### config.mk
export PLATFORM = sky130hd
export DESIGN_NAME = traffic_light_sequencer
export DESIGN_NICKNAME = d
export VERILOG_FILES = /design/src/rtl/traffic_light_sequencer.sv
export SDC_FILE = /design/constraint.sdc
export NUM_CORES = 1
export LEC_CHECK = 0
export CAP_MARGIN = 20
export CORE_MARGIN = 5
export CORE_UTILIZATION = 55
export DETAILED_ROUTE_END_ITERATION = 7
export GPL_TIMING_DRIVEN = 0
export PLACE_DENSITY = 0.74
export SLEW_MARGIN = 5
export SYNTH_ARGS = -nofsm -noshare
export SYNTH_HDL_FRONTEND = slang
export SYNTH_SLANG_ARGS = --single-unit
### constraint.sdc
create_clock -name fast_clk -period 7.05 [get_ports fast_clk]
set_input_delay 1.41 -clock fast_clk [delete_from_list [all_inputs] [get_ports fast_clk]]
set_output_delay 1.41 -clock fast_clk [all_outputs]
set_load 0.02 [all_outputs]
### src/rtl/traffic_light_sequencer.sv
// Timed RED->GREEN->YELLOW controller with pedestrian early-exit and emergency RED hold.
// Outputs registered; phase changes take effect on the edge where the prescaler tick fires.
// No backpressure: inputs are levels sampled every fast_clk cycle.
module traffic_light_sequencer #(
    parameter int TICK_DIV    = 50_000_000,
    parameter int RED_SECS    = 10,
    parameter int GREEN_SECS  = 8,
    parameter int YELLOW_SECS = 3,
    parameter int MIN_GREEN   = 3
) (
    input  logic       fast_clk,
    input  logic       rst_n,
    input  logic       ped_req,
    input  logic       emergency,
    output logic [2:0] light,
    output logic [7:0] secs_left,
    output logic       ped_ack,
    output logic       tick
);

    localparam int PW = (TICK_DIV > 2) ? $clog2(TICK_DIV) : 1;

    typedef enum logic [1:0] {
        ST_RED    = 2'd0,
        ST_GREEN  = 2'd1,
        ST_YELLOW = 2'd2
    } state_t;

    state_t        state_q;
    logic [2:0]    light_q;
    logic [7:0]    secs_left_q;
    logic [7:0]    elapsed_q;
    logic [PW-1:0] presc_q;
    logic          tick_q;
    logic          ped_pending_q;
    logic          ped_ack_q;

    // Phase timers advance on the same edge that raises the tick strobe.
    logic tick_en;
    logic enter_red;
    logic ped_exit_ok;

    assign tick_en     = (presc_q == PW'(TICK_DIV - 1));
    assign enter_red   = tick_en && (state_q == ST_YELLOW) && (secs_left_q == 8'd1);
    assign ped_exit_ok = ped_pending_q && (({1'b0, elapsed_q} + 9'd1) >= 9'(MIN_GREEN));

    // Free-running prescaler; never disturbed by phase changes.
    always_ff @(posedge fast_clk or negedge rst_n) begin
        if (!rst_n) begin
            presc_q <= '0;
            tick_q  <= 1'b0;
        end else begin
            presc_q <= tick_en ? '0 : presc_q + PW'(1);
            tick_q  <= tick_en;
        end
    end

    // Phase FSM: state, light code and countdown all update together on a tick.
    always_ff @(posedge fast_clk or negedge rst_n) begin
        if (!rst_n) begin
            state_q     <= ST_RED;
            light_q     <= 3'b100;
            secs_left_q <= 8'(RED_SECS);
            elapsed_q   <= 8'd0;
        end else if (tick_en) begin
            case (state_q)
                ST_GREEN: begin
                    // Emergency beats pedestrian beats natural expiry; all lead to YELLOW.
                    if (emergency || ped_exit_ok || (secs_left_q == 8'd1)) begin
                        state_q     <= ST_YELLOW;
                        light_q     <= 3'b001;
                        secs_left_q <= 8'(YELLOW_SECS);
                        elapsed_q   <= 8'd0;
                    end else begin
                        secs_left_q <= secs_left_q - 8'd1;
                        elapsed_q   <= elapsed_q + 8'd1;
                    end
                end
                ST_YELLOW: begin
                    // YELLOW always runs to completion, emergency or not.
                    if (secs_left_q == 8'd1) begin
                        state_q     <= ST_RED;
                        light_q     <= 3'b100;
                        secs_left_q <= 8'(RED_SECS);
                        elapsed_q   <= 8'd0;
                    end else begin
                        secs_left_q <= secs_left_q - 8'd1;
                        elapsed_q   <= elapsed_q + 8'd1;
                    end
                end
                default: begin
                    // RED: emergency freezes the countdown where it stands.
                    if (!emergency) begin
                        if (secs_left_q == 8'd1) begin
                            state_q     <= ST_GREEN;
                            light_q     <= 3'b010;
                            secs_left_q <= 8'(GREEN_SECS);
                            elapsed_q   <= 8'd0;
                        end else begin
                            secs_left_q <= secs_left_q - 8'd1;
                            elapsed_q   <= elapsed_q + 8'd1;
                        end
                    end
                end
            endcase
        end
    end

    // Pedestrian latch: served on RED entry, where the clear beats a same-edge request.
    always_ff @(posedge fast_clk or negedge rst_n) begin
        if (!rst_n) begin
            ped_pending_q <= 1'b0;
            ped_ack_q     <= 1'b0;
        end else begin
            ped_ack_q <= 1'b0;
            if (enter_red) begin
                ped_ack_q     <= ped_pending_q;
                ped_pending_q <= 1'b0;
            end else if (ped_req) begin
                ped_pending_q <= 1'b1;
            end
        end
    end

    assign light     = light_q;
    assign secs_left = secs_left_q;
    assign ped_ack   = ped_ack_q;
    assign tick      = tick_q;

`ifndef SYNTHESIS
    // Elaboration-time sanity of the timing parameters.
    initial begin
        if (TICK_DIV < 2)
            $error("traffic_light_sequencer: TICK_DIV=%0d must be >= 2", TICK_DIV);
        if (RED_SECS < 1 || RED_SECS > 255)
            $error("traffic_light_sequencer: RED_SECS=%0d out of 1..255", RED_SECS);
        if (GREEN_SECS < 1 || GREEN_SECS > 255)
            $error("traffic_light_sequencer: GREEN_SECS=%0d out of 1..255", GREEN_SECS);
        if (YELLOW_SECS < 1 || YELLOW_SECS > 255)
            $error("traffic_light_sequencer: YELLOW_SECS=%0d out of 1..255", YELLOW_SECS);
        if (MIN_GREEN < 1 || MIN_GREEN > GREEN_SECS)
            $error("traffic_light_sequencer: MIN_GREEN=%0d out of 1..GREEN_SECS", MIN_GREEN);
    end
`endif

endmodule
==> results of run 1 <==
synthesized netlist by cell type, types with 3 or more instances:
library cell	instances
xor2_1	14
o21ai_0	15
mux2i_1	7
and3_1	9
or3_1	5
dfrtp_1	45
dfstp_2	3
nand2b_1	6
inv_1	6
a21oi_1	10
ha_1	7
nand2_1	22
and4_1	6
a211oi_1	4
nor2_1	37
xnor2_1	12
nand3_1	14
o31ai_1	4
nand4_1	8
nor3_1	7
a31oi_1	4
nor4_1	4
clkbuf_1	9
layout make-up:
class	count	area, µm²
clock buffers	7	76.3
well taps	67	83.8
flip-flops and latches	48	1200
multi-input cells	225	1490
fillers	423	1710
repair buffers	17	175
plain buffers	11	50.0
inverters	6	22.5
clock inverters	1	5.00
flip-flops by register name (all words and copies together), names as in the netlist:
| register | flops |
|---|---|
| presc_q | 26 |
| secs_left | 8 |
| light | 2 |
| tick | 1 |
| elapsed_q | 8 |
| state_q | 1 |
| ped_ack | 1 |
| ped_pending_q | 1 |
power groups by stage:
stage | sequential [mW] | clock, mW | combinational [mW]
global placement | 0.282 | 0 | 0.0178
global route | 0.277 | 0.177 | 0.0211
floorplan | 0.282 | 0 | 0.00812
CTS | 0.277 | 0.165 | 0.0191
finish | 0.277 | 0.162 | 0.0187
detailed placement | 0.282 | 0 | 0.0191
cell usage in the layout, fill, tap and decap left out, types with 2 or more instances in the layout:
cell	instances
nand2_1	22
nor4b_1	2
clkbuf_1	11
nor4_4	2
o21bai_1	2
buf_2	2
dfstp_2	3
nor4_1	4
nand4_1	8
nor3_2	2
nand2b_1	6
xnor2_1	12
nor2b_1	2
nor3_1	7
and4_1	6
a211oi_1	4
ha_1	7
dfrtp_1	45
o31ai_1	4
or3_1	5
clkdlybuf4s50_1	15
a31oi_1	4
o21ai_0	15
nand3_1	14
and3_1	9
mux2i_1	7
a21oi_1	10
nor2_1	37
o31ai_2	2
and2_1	2
clkbuf_8	5
xor2_1	14
inv_1	6
critical path, cell delays in order:
cell and delay, ns:
clkdlybuf4s50_1 0.55, nor3b_1 0.52, or4_1 0.19, clkbuf_1 0.36, buf_2 0.32, a21oi_1 0.07, o21a_1 0.18
layer usage:
layer | share of wire | GRT usage | wire, µm
met2 | 0.47 | 0.311 | 2680
met3 | 0.037 | 0.0388 | 211
met1 | 0.48 | 0.261 | 2710
met4 | 0.0083 | 0.0405 | 47
met5 | 0 | 0 | 0
cells by family (layout without fill, tap and decap cells):
group	Yosys count	count (layout)	share of synthesized area
XOR/XNOR	26	26	0.0823
buffers and inverters	17	42	0.0262
AND/OR/NAND/NOR	133	133	0.264
flip-flops	48	48	0.436
adder cells (fa/ha/maj)	7	7	0.0317
multiplexers	8	8	0.0294
AO/OA/AOI/OAI	51	51	0.131
final timing paths:
check	slack [ns]	cells past startpoint	endpoint
max	3.64	7	secs_left[0]
min	0.47	1	presc_q[0]
max reg2reg	4.33	8	elapsed_q[7]
min reg2reg	0.47	1	presc_q[0]
max in group asynchronous	5.43	2	light[2]
min in group asynchronous	1.05	1	presc_q[14]
per-stage QoR:
| stage | area [µm²] | hold WS [ns] |
|---|---|---|
| finish | 3110 | 0.471 |
| CTS | 3110 | 0.478 |
| global route | 3110 | 0.506 |
| global placement | 3010 | 0.450 |
| detailed placement | 3030 | 0.465 |
| floorplan | 2770 | 0.433 |
==> results.cfg, run 1 <==
[critical_path]
cp_data_required_time_ns = 7.25
cp-start-kind = input port
crit_type = input port to flop
cp_max_fo = 10
worstSetupEndpointType = flop
cp.arrival_ns = 3.60
startpoint = emergency
r2r-start = elapsed_q[0]

[floorplanning]
start_util = 0.574
fp-row-count = 25
core_region_area_mm2 = 0.00482
die-area_mm2 = 0.00655
die-height_um = 80.9
die_x_um = 80.9
io_pins = 17

[drt]
drt_wl_total_mm = 5.64
wl_per_cell_um = 14.8
drtPass1Iterations = 4
antenna_left = 0
via_per_inst = 5.69
vias = 2175
drc_errors = 0
drt_iter0_markers = 116

[timing]
hold_viol_final = 0
fin_skew_ns = 0.0103
setup_slack_ns = 3.64
slew_headroom = 0.438
min_period_ns = 3.41
setup_viol = 0
worst_pin_slew_ns = 0.838
fmax_ghz = 0.294
rsz0062_at_grt = false
setup-tns-final_ns = 0
slew_viol_final = 0
post-route-period-util = 0.483

[grt]
track_usage = 0.190
grt_pass1_wl_mm = 9.81
grt_start_max_net_pins = 31
grt_pass1_vias = 2036
antenna_found_initial = 0
grt_overflow = 0

[synth]
postSynth.asyncResetShare = 1.00
synth.area.top_cells = dfrtp_1 41%, nor2_1 5.0%, xor2_1 4.4%
ys_ff_latch = 48
yosys.area.top_type = dfrtp_1
ys_types = 48
synth_edf_count = 0
synth_nets = 301
synth_cells = 290
ys_seq_area_frac = 0.436
ys.flop_type = dfrtp_1
synth_area_mm2 = 0.00277
synth_area_per_cell_um2 = 9.54
yosysTopAreaCellShare = 0.407
yosys_warnings = 0

[pwr]
swShare = 0.230
p_per_area_mw_per_mm2 = 147
p_leak_nw = 1.29
p_int_mw = 0.352
power_frac_seq = 0.605
switchingPower_mw = 0.105
clockPowerShare = 0.354
power_mw = 0.457
ir_drop_mv = 0.0951
power_frac_comb = 0.041

[final_layout]
area_growth_pct = 12.3
drive_gt1_frac = 0.0794
n_antenna_cell = 0
fin_cells = 382
nets = 325
utilization = 0.645

[placement]
place_congestion = 0.829
place_ws_ns = 3.32
place_hpwl_mm = 4.14
port_buffers = 16
dp.cells = 374

[worst_hold_path]
min_from = presc_q[0]
min_path_type = flop to flop

[clock_network]
clock-sinks = 48
cts_hold_buf = 0
htreeDepth = 2
clk_pin_slew_ns = 0.08
ctsResizeCount = 0
clkLatencyLatePin_ns = 0.30
cts_buffer_depth = 2
postCtsSetupBuffers = 0
ctsRootBufferMaster = clkbuf_8
cts_tree = yes
numCtsBuffers = 5

[run_status]
outcome = finished clean

[run]
drv_cap = 0
No activity file was read; power rests on OpenSTA's default activity.
==> run 2: changes to the inputs <==
==> constraint.sdc (replaced) <==
create_clock -name fast_clk -period 3.4 [get_ports fast_clk]
set_input_delay 0.68 -clock fast_clk [delete_from_list [all_inputs] [get_ports fast_clk]]
set_output_delay 0.68 -clock fast_clk [all_outputs]
set_load 0.02 [all_outputs]
==> results of run 2 <==
Same layout as run 1 (identical final DEF). Status: finished clean.
Among the figures that moved: setup slack after placement 3.32 ns -> 0.398 ns; clock-pin slew on the worst setup and hold paths 0.08 ns -> 0.09 ns; setup slack after layout 3.64 ns -> 0.683 ns; hold slack 0.471 ns -> 0.318 ns; start point of the critical path emergency -> elapsed_q[0]; end point of the critical path secs_left[0] -> elapsed_q[7]; register-to-register setup slack 4.33 ns -> 0.68 ns; total power 0.457 mW -> 0.948 mW; worst IR drop on VDD 0.0951 mV -> 0.197 mV
